## src/rtl/hblur_pipe.sv

```systemverilog
// Horizontal box blur: per-line 2^k tap average of NCH colour channels over the
// newest pixels of the line, with zero-fill or edge-replicate line starts.

module hblur_lane #(
  parameter int CH_W     = 8,
  parameter int MAX_LOG2 = 3,
  parameter int TAP_W    = 2,
  parameter int HIST     = 7
) (
  input  logic [CH_W-1:0]            i_px,
  input  logic [HIST-1:0][CH_W-1:0]  i_hist,
  input  logic [TAP_W-1:0]           i_k,
  output logic [CH_W-1:0]            o_avg
);
  localparam int SW = CH_W + MAX_LOG2;

  logic [SW-1:0] w_sum;
  logic [SW-1:0] w_shift;

  // Masked sum: history entry j takes part only when it lies inside the 2^k window.
  always_comb begin
    w_sum = SW'(i_px);
    for (int j = 0; j < HIST; j++) begin
      if (j < (1 << i_k) - 1) w_sum = w_sum + SW'(i_hist[j]);
    end
    w_shift = w_sum >> i_k;
    o_avg   = w_shift[CH_W-1:0];
  end
endmodule

module hblur_pipe #(
  parameter int CH_W     = 8,
  parameter int NCH      = 3,
  parameter int MAX_LOG2 = 3
) (
  input  logic                          clk,
  input  logic                          n_rst,
  input  logic                          in_valid,
  input  logic                          sol,
  input  logic                          edge_rep,
  input  logic [$clog2(MAX_LOG2+1)-1:0] tap_sel,
  input  logic [CH_W*(NCH+1)-1:0]       data,
  output logic                          out_valid,
  output logic [CH_W*(NCH+1)-1:0]       blur,
  output logic                          warm
);
  localparam int PW     = CH_W * (NCH + 1);
  localparam int TAP_W  = $clog2(MAX_LOG2 + 1);
  localparam int DEPTH  = 2 ** MAX_LOG2;
  localparam int HIST   = DEPTH - 1;
  localparam int CW     = $clog2(DEPTH + 1);
  localparam int STAGES = 1;

  typedef logic [NCH-1:0][CH_W-1:0] px_t;

  typedef struct packed {
    logic             first;
    logic             rep;
    logic [TAP_W-1:0] k;
    px_t              px;
  } req_t;

  req_t                        w_req;
  logic [TAP_W-1:0]            w_k_clamp;
  logic [TAP_W-1:0]            w_k_eff;
  logic                        w_rep_eff;
  logic [HIST-1:0][NCH-1:0][CH_W-1:0] w_hist_eff;
  logic [NCH-1:0][HIST-1:0][CH_W-1:0] w_col;
  px_t                         w_avg;
  logic [CW-1:0]               w_cnt_nxt;
  logic                        w_warm;
  logic                        w_unused_alpha;

  logic [HIST-1:0][NCH-1:0][CH_W-1:0] r_hist;
  logic [CW-1:0]               r_cnt;
  logic [TAP_W-1:0]            r_k;
  logic                        r_rep;
  logic [STAGES-1:0]           r_vld_pipe;
  px_t                         r_blur;
  logic                        r_warm;

  assign w_unused_alpha = ^data[PW-1 -: CH_W];

  always_comb begin
    w_k_clamp   = (tap_sel > TAP_W'(MAX_LOG2)) ? TAP_W'(MAX_LOG2) : tap_sel;
    w_req.first = in_valid & sol;
    w_req.rep   = edge_rep;
    w_req.k     = w_k_clamp;
    w_req.px    = px_t'(data[NCH*CH_W-1:0]);
  end

  // A line start overrides the latched controls and history for its own pixel.
  always_comb begin
    w_k_eff   = w_req.first ? w_req.k   : r_k;
    w_rep_eff = w_req.first ? w_req.rep : r_rep;
    for (int j = 0; j < HIST; j++) begin
      if (w_req.first) w_hist_eff[j] = w_req.rep ? w_req.px : '0;
      else             w_hist_eff[j] = r_hist[j];
    end
  end

  always_comb begin
    w_col = '0;
    for (int c = 0; c < NCH; c++)
      for (int j = 0; j < HIST; j++)
        w_col[c][j] = w_hist_eff[j][c];
  end

  for (genvar c = 0; c < NCH; c++) begin : g_lane
    hblur_lane #(
      .CH_W     (CH_W),
      .MAX_LOG2 (MAX_LOG2),
      .TAP_W    (TAP_W),
      .HIST     (HIST)
    ) u_lane (
      .i_px   (w_req.px[c]),
      .i_hist (w_col[c]),
      .i_k    (w_k_eff),
      .o_avg  (w_avg[c])
    );
  end

  // Fill count includes the pixel being accepted; saturates at the full window.
  always_comb begin
    if (w_req.first)                w_cnt_nxt = CW'(1);
    else if (r_cnt == CW'(DEPTH))   w_cnt_nxt = r_cnt;
    else                            w_cnt_nxt = r_cnt + CW'(1);
    w_warm = (int'(w_cnt_nxt) >= (1 << w_k_eff)) | w_rep_eff;
  end

  always_ff @(posedge clk or negedge n_rst) begin
    if (!n_rst) begin
      r_hist     <= '0;
      r_cnt      <= '0;
      r_k        <= TAP_W'(MAX_LOG2);
      r_rep      <= 1'b0;
      r_vld_pipe <= '0;
      r_blur     <= '0;
      r_warm     <= 1'b0;
    end else begin
      r_vld_pipe <= STAGES'({r_vld_pipe, in_valid});
      if (in_valid) begin
        r_hist[0] <= w_req.px;
        for (int j = 1; j < HIST; j++) r_hist[j] <= w_hist_eff[j-1];
        r_cnt  <= w_cnt_nxt;
        r_k    <= w_k_eff;
        r_rep  <= w_rep_eff;
        r_blur <= w_avg;
        r_warm <= w_warm;
      end
    end
  end

  assign out_valid = r_vld_pipe[STAGES-1];
  assign blur      = {{CH_W{1'b1}}, r_blur};
  assign warm      = r_warm;
endmodule

```

## config.mk

```make
export PLATFORM = sky130hd
export DESIGN_NAME = hblur_pipe
export DESIGN_NICKNAME = d
export VERILOG_FILES = /design/src/rtl/hblur_pipe.sv
export SDC_FILE = /design/constraint.sdc
export NUM_CORES = 1
export LEC_CHECK = 0
export CORE_MARGIN = 1
export CORE_UTILIZATION = 35
export CTS_BUF_LIST = sky130_fd_sc_hd__clkbuf_8
export DETAILED_ROUTE_END_ITERATION = 7
export PLACE_DENSITY = 0.54
export SLEW_MARGIN = 20
export SYNTH_ARGS = -nofsm -noshare
export SYNTH_HDL_FRONTEND = slang
export SYNTH_SLANG_ARGS = --single-unit
```

## constraint.sdc

```tcl
create_clock -name clk -period 7.5 [get_ports clk]
set_input_delay 1.125 -clock clk [delete_from_list [all_inputs] [get_ports clk]]
set_output_delay 1.125 -clock clk [all_outputs]
set_load 0.005 [all_outputs]
```

==> impl_metrics.json, run 1 <==
{
  "rsz0062_at_grt": "yes",
  "cp.required_ps": 7910,
  "netSwitchingPower_mw": 3.98,
  "synth_ff_type": "dfrtp_1",
  "drt_iter0_drc": 651,
  "p_seq_share_pct": 14.8,
  "syn_area_sq_mm": 0.0186,
  "violations": "negative setup slack",
  "finalWirelength_microns": 58000,
  "grt_pass1_wl_microns": 93000,
  "cts_root_buf": "clkbuf_8",
  "hpwl_microns": 41600,
  "postCtsHoldBufs": 0,
  "placed_cells": 3126,
  "fmax_mhz": 123,
  "fin_crit_ps": 8150,
  "die_y_microns": 233,
  "antenna_left": 0,
  "vdd_drop_max_uv": 169,
  "vias_per_cell": 5.23,
  "cts_buffers": 43,
  "cp.arrival_ps": 8560,
  "grt_usage_pct": 21.6,
  "holdWs_ps": 471,
  "synth.area.top_cells": "dfrtp_1 27%, ha_1 12%, mux2_2 11%, a21o_1 8.7%, a21oi_1 3.7%",
  "synth_top_area_share_pct": 26.8,
  "fin_skew_ps": 31.7,
  "crit_type": "in2reg",
  "syn_area_per_cell_sq_um": 9.19,
  "first_global_vias": 17800,
  "dr_total_vias": 17100,
  "end_kind": "register",
  "p_sw_share_pct": 40.4,
  "overflow": 0,
  "ys_types": 94,
  "die_x_microns": 233,
  "ys_warn_count": 0,
  "port_buffers": 56,
  "worst_slack_ps": -651,
  "final_nets": 2786,
  "synth_seq_area_share_pct": 27.1,
  "die-area_sq_mm": 0.0541,
  "crit_fanout": 4,
  "dr.pass1.iters": 5,
  "power_density_mw_per_mm2": 373,
  "hold_path_class": "reg2reg",
  "clock_path_buffers": 3,
  "period_share_pct": 109,
  "relSlewSlack_pct": 30.6,
  "drive_gt1_share_pct": 42.7,
  "internal_power_mw": 5.87,
  "cts_tree": "done",
  "setup_viol_count_final": 23,
  "slowest_delay_ps": 500,
  "areaGrowthSynthToFinish_pct": 42.0,
  "cts.sinks": 201,
  "maxSlewViolCount": 0,
  "fin_util_pct": 50.2,
  "comb_power_share_pct": 72.8,
  "hold_violations": 0,
  "antenna_found_initial": 3,
  "cp_slowest_cell": "or4_4",
  "cp-start-kind": "input pin",
  "power.share.clock_pct": 12.4,
  "maxCapViolCount": 0,
  "core_sq_mm": 0.0526,
  "rows": 84,
  "grt_start_max_net_pins": 173,
  "synth_largest_area_cell": "dfrtp_1",
  "fin_cells": 3271,
  "design_area_sq_mm": 0.0264,
  "p_leak_nw": 13.2,
  "drc": 0,
  "status": "complete, but fails checks",
  "clkLatencyLatePin_ps": 610,
  "h-tree-depth": 2,
  "clk_pin_slew_worst_paths_ps": 50,
  "num_io_pins": 73,
  "tightest_slew_ps": 1040,
  "dpl_cell_area_sq_mm": 0.0238,
  "synthCells": 2023,
  "routedWlPerCell_microns": 17.7,
  "fin_tns_setup_ps": -10120,
  "synth_edf_count": 0,
  "gp_congestion": 0.836,
  "async_flop_share_pct": 100,
  "start_util_pct": 35.4,
  "ys_ff_latch": 201
}
==> timing repair <==
item	4_1_cts	5_1_grt
hold endpoints to repair	0	0
setup endpoints to repair	24	24
gates resized for setup	177	102
pin swaps	158	118
buffers inserted	46	27
==> metal layers <==
layer | vias to the layer above | share of wire [%] | track usage (%)
met5 | - | 0 | 0
met4 | 0 | 2.2 | 6.00
met3 | 88 | 3.4 | 3.09
met2 | 257 | 48 | 36.8
met1 | 8362 | 47 | 28.4
li1 | 8405 | - | -
==> worst max-delay path, delay by kind of cell <==
| family | cells | cell delay (ps) |
|---|---|---|
| compound gates | 9 | 1390 |
| xor+xnor | 6 | 970 |
| fa+ha+maj | 7 | 2050 |
| buf+inv | 5 | 580 |
| mux | 1 | 190 |
| simple gates | 13 | 2260 |
==> placed cells by master (no fill, tap or decap), types with 45 or more instances in the layout <==
cell type	instances
clkbuf_8	58
ha_1	133
buf_4	512
mux2_2	170
inv_1	100
nor2_1	101
nand2_1	102
clkdlybuf4s50_1	46
a21o_1	215
xnor2_1	45
o21ai_0	56
a21oi_1	84
xor2_1	51
o21ai_1	52
dfrtp_1	199
==> cells in the mapped netlist, drive strengths merged (5+ instances only) <==
| cell type | n |
|---|---|
| and2 | 13 |
| or2 | 12 |
| o31ai | 22 |
| nand4 | 5 |
| buf | 21 |
| or4 | 7 |
| nor2b | 25 |
| nor4 | 9 |
| ha | 174 |
| a31oi | 15 |
| nor2 | 119 |
| nand3 | 12 |
| o211ai | 5 |
| nand2 | 105 |
| o31a | 9 |
| a21oi | 136 |
| mux2i | 15 |
| or3 | 8 |
| nor3 | 23 |
| xor2 | 53 |
| nand2b | 20 |
| o21bai | 21 |
| a21o | 215 |
| mux4 | 9 |
| o21a | 41 |
| o22ai | 6 |
| inv | 102 |
| a31o | 6 |
| and3 | 29 |
| clkbuf | 94 |
| a211oi | 29 |
| a21boi | 9 |
| dfrtp | 199 |
| fa | 21 |
| mux2 | 179 |
| o21ai | 135 |
| xnor2 | 64 |
==> final cells by class <==
class | instances | area (sq um)
tap | 688 | 861
clock buffer | 58 | 798
antenna | 1 | 2.50
timing repair buffer | 592 | 4760
fill | 4835 | 26100
inverter | 102 | 383
sequential | 201 | 5030
clock inverter | 17 | 66.3
multi-input combinational | 1612 | 14500
==> path summary, 6_finish.rpt <==
path,start,end,slack [ps],cells after the start
worst max register to register,r_hist[0]$_DFFE_PN0P_,blur[7]$_DFFE_PN0P_,50,37
worst min-delay path,r_rep$_DFFE_PN0P_,r_rep$_DFFE_PN0P_,470,2
worst min register to register,r_rep$_DFFE_PN0P_,r_rep$_DFFE_PN0P_,470,2
max in group asynchronous,n_rst,r_hist[104]$_DFFE_PN0P_,5840,2
min in group asynchronous,n_rst,r_hist[17]$_DFFE_PN0P_,510,1
worst max-delay path,sol,blur[7]$_DFFE_PN0P_,-650,41
==> registers in the layout, summed over array words and instances (netlist names) <==
signal     count
blur          24
out_valid      1
r_cnt          4
r_hist       168
r_k            2
r_rep          1
warm           1
==> logic make-up (layout without fill, tap and decap cells) <==
| group | Yosys count | in the layout | share of synthesized area (%) |
|---|---|---|---|
| flip-flops | 201 | 201 | 27.1 |
| AO/OA/AOI/OAI | 688 | 688 | 24.8 |
| AND/OR/NAND/NOR | 398 | 398 | 10.5 |
| other | 1 | 9 | 0.0202 |
| adder cells (fa/ha/maj) | 195 | 195 | 14.0 |
| multiplexers | 203 | 203 | 12.9 |
| XOR/XNOR | 120 | 120 | 5.93 |
| buffers and inverters | 217 | 769 | 4.86 |
==> per-stage QoR <==
stage                     setup WS [ps]  power [mW]
after detailed placement          -1700        7.51
final                              -651        9.85
after global placement            -1680        7.40
after CTS                          -512        9.51
after floorplan                    -910        5.23
after global routing              -1010        10.6
==> power groups by stage <==
stage	clock, mW	combinational [mW]	sequential [mW]
6_report	1.22	7.17	1.46
5_1_grt	1.31	7.81	1.49
4_1_cts	1.28	6.77	1.46
3_5_place_dp	0	6.03	1.48
3_3_place_gp	0	5.93	1.47
2_1_floorplan	0	3.79	1.44
(Power assumes the default switching activity.)
==> run 2, diff against run 1 <==
--- a/config.mk
+++ b/config.mk
@@ -9,8 +9,9 @@
 export CORE_UTILIZATION = 35
 export CTS_BUF_LIST = sky130_fd_sc_hd__clkbuf_8
 export DETAILED_ROUTE_END_ITERATION = 7
-export PLACE_DENSITY = 0.54
+export PLACE_DENSITY = 0.53
 export SLEW_MARGIN = 20
 export SYNTH_ARGS = -nofsm -noshare
 export SYNTH_HDL_FRONTEND = slang
+export SYNTH_HIERARCHICAL = 1
 export SYNTH_SLANG_ARGS = --single-unit
==> impl_metrics.json, run 2 <==
{
  "status": "complete, but fails checks",
  "violations": "negative setup slack",
  "overflow": 0,
  "cts_buffers": 43,
  "syn_area_per_cell_sq_um": 8.83,
  "hold_violations": 0,
  "synth_top_area_share_pct": 24.1,
  "power.share.clock_pct": 10.0,
  "n_fill_cell": 5361,
  "cp.required_ps": 8000,
  "async_flop_share_pct": 100,
  "cts_root_buf": "clkbuf_8",
  "antenna_cells": 0,
  "syn_area_sq_mm": 0.0207,
  "first_global_vias": 20000,
  "routedWlPerCell_microns": 16.6,
  "die_x_microns": 245,
  "synth_largest_area_cell": "dfrtp_1",
  "period_share_pct": 113,
  "slowest_delay_ps": 490,
  "clk_pin_slew_worst_paths_ps": 60,
  "drc": 0,
  "fmax_mhz": 118,
  "num_io_pins": 73,
  "final_nets": 3144,
  "maxSlewViolCount": 0,
  "core_sq_mm": 0.0580,
  "fin_cells": 3699,
  "drt_iter0_drc": 773,
  "internal_power_mw": 7.41,
  "synthCells": 2339,
  "die_y_microns": 245,
  "hpwl_microns": 42800,
  "ys_warn_count": 6,
  "grt_pass1_wl_microns": 100000,
  "cts_tree": "done",
  "dr.pass1.iters": 5,
  "final_common_cell": "buf_4",
  "grt_start_max_net_pins": 187,
  "ys_ff_latch": 201,
  "largest_reg_flops": 168,
  "dr_total_vias": 19200,
  "clock_path_buffers": 3,
  "cp.arrival_ps": 9010,
  "placed_cells": 3498,
  "die-area_sq_mm": 0.0600,
  "netlist_top_cells_count": "249 x nor2_1, 245 x a21oi_1, 199 x dfrtp_1",
  "fin_tns_setup_ps": -13070,
  "port_buffers": 56,
  "worst_slack_ps": -1000,
  "cp-start-kind": "input pin",
  "start_util_pct": 35.6,
  "power.total_mw": 12.5,
  "multiInputGateArea_sq_mm": 0.0164,
  "relSlewSlack_pct": 27.4,
  "synth_seq_area_share_pct": 24.4,
  "crit_type": "in2reg",
  "mostFrequentLayoutCells": "564 x buf_4, 235 x nor2_1, 199 x dfrtp_1",
  "p_seq_share_pct": 11.3,
  "fin_util_pct": 49.7,
  "cp_slowest_cell": "mux4_2",
  "synth_edf_count": 0,
  "rsz0062_at_grt": "yes",
  "areaGrowthSynthToFinish_pct": 39.6,
  "p_leak_nw": 13.4,
  "synth_ff_type": "dfrtp_1",
  "netSwitchingPower_mw": 5.12,
  "largest_register": "r_hist",
  "antenna_left": 0,
  "comb_power_share_pct": 78.7,
  "hold_path_class": "reg2reg",
  "vdd_drop_max_uv": 236,
  "grt_usage_pct": 20.4,
  "crit_fanout": 6,
  "yosysMostFrequentCell": "nor2_1",
  "maxCapViolCount": 0,
  "setup_viol_count_final": 21,
  "tightest_slew_ps": 1090,
  "fin_crit_ps": 8500,
  "h-tree-depth": 2,
  "gp_congestion": 0.850,
  "antenna_found_initial": 0,
  "seq_area_sq_mm": 0.00503,
  "clkLatencyLatePin_ps": 630,
  "cts.sinks": 201,
  "drive_gt1_share_pct": 45.8,
  "p_sw_share_pct": 40.9,
  "postCtsHoldBufs": 0,
  "synth.area.top_cells": "dfrtp_1 24%, ha_1 11%, a21oi_2 6.1%, a21oi_1 5.9%, a21o_1 5.5%",
  "finalWirelength_microns": 61500,
  "vias_per_cell": 5.19,
  "rows": 88,
  "end_kind": "register",
  "fin_skew_ps": 33.0,
  "ys_types": 112,
  "power_density_mw_per_mm2": 434
}
[run 2: cell types whose count changed in the layout (fill, tap and decap cells not counted), sizes merged, moves of 14 or more]
cell   change
o21ai     +19
mux2     -105
nand2     -14
nand3     +18
a21oi    +253
buf       +64
nor2     +133
[run 2: logic make-up after synthesis]
logic type | Yosys count | synth area share (%)
xor gates and xnor gates | 113 | 5.34
muxes | 104 | 6.72
AOI/OAI and AO/OA | 949 | 31.7
buffers and inverters | 232 | 6.09
DFF | 201 | 24.4
other | 1 | 0.0182
and+or+nand+nor | 541 | 13.0
adders and majority gates | 198 | 12.8
[run 2: power by group through the flow]
| stage | Sequential (mW) | Clock, mW | Combinational (mW) |
|---|---|---|---|
| 3_5_place_dp | 1.43 | 0 | 7.90 |
| 4_1_cts | 1.41 | 1.30 | 8.94 |
| 5_1_grt | 1.44 | 1.35 | 10.7 |
| 2_1_floorplan | 1.40 | 0 | 4.89 |
| 6_report | 1.41 | 1.25 | 9.86 |
| 3_3_place_gp | 1.42 | 0 | 7.76 |
[run 2: routing by layer]
| metal | GRT usage [%] | vias to the layer above | part of all wire (%) |
|---|---|---|---|
| li1 | - | 9581 | - |
| met2 | 36.1 | 226 | 49 |
| met3 | 2.60 | 99 | 2.6 |
| met4 | 7.11 | 0 | 2.8 |
| met1 | 25.1 | 9308 | 45 |
| met5 | 0 | - | 0 |
[run 2: area by class of cell]
cell class	instances	share of cell area, %
timing repair buffer	656	18.2
tap	765	3.32
multi-input combinational	1913	56.8
inverter	92	1.21
sequential	201	17.4
clock buffer	52	2.48
clock inverter	20	0.486
[run 2: per-stage QoR]
step	hold slack, ps	setup slack, ps	area, sq um
after floorplan	440	-1280	21200
after global placement	456	-1940	25400
after detailed placement	461	-2070	25400
after CTS	476	-881	27800
after global routing	506	-1310	28800
final	472	-1000	28800
[run 2: what timing repair did]
item	CTS	global route
pin swaps	177	117
endpoints found under the setup margin	24	24
gates resized for setup	218	160
setup buffers	87	45
hold endpoints to repair	0	0
cloned	0	0
[run 2: critical path: cells and delay by family]
family / cells / cell delay [ps]
mux: 3 / 1060
fa+ha+maj: 8 / 2810
simple gates: 3 / 490
compound gates: 13 / 1870
buf+inv: 8 / 960
xor+xnor: 4 / 700
[run 2: final timing paths]
| kind | start | end | slack, ps | depth (start not counted) |
|---|---|---|---|---|
| worst max-delay path | in_valid | blur[5]$_DFFE_PN0P_ | -1000 | 39 |
| worst min-delay path | r_rep$_DFFE_PN0P_ | r_rep$_DFFE_PN0P_ | 470 | 2 |
| worst max register to register | r_hist[16]$_DFFE_PN0P_ | blur[23]$_DFFE_PN0P_ | -390 | 37 |
| worst min register to register | r_rep$_DFFE_PN0P_ | r_rep$_DFFE_PN0P_ | 470 | 2 |
| max in group asynchronous | n_rst | r_hist[2]$_DFFE_PN0P_ | 5570 | 2 |
| min in group asynchronous | n_rst | r_hist[127]$_DFFE_PN0P_ | 550 | 1 |
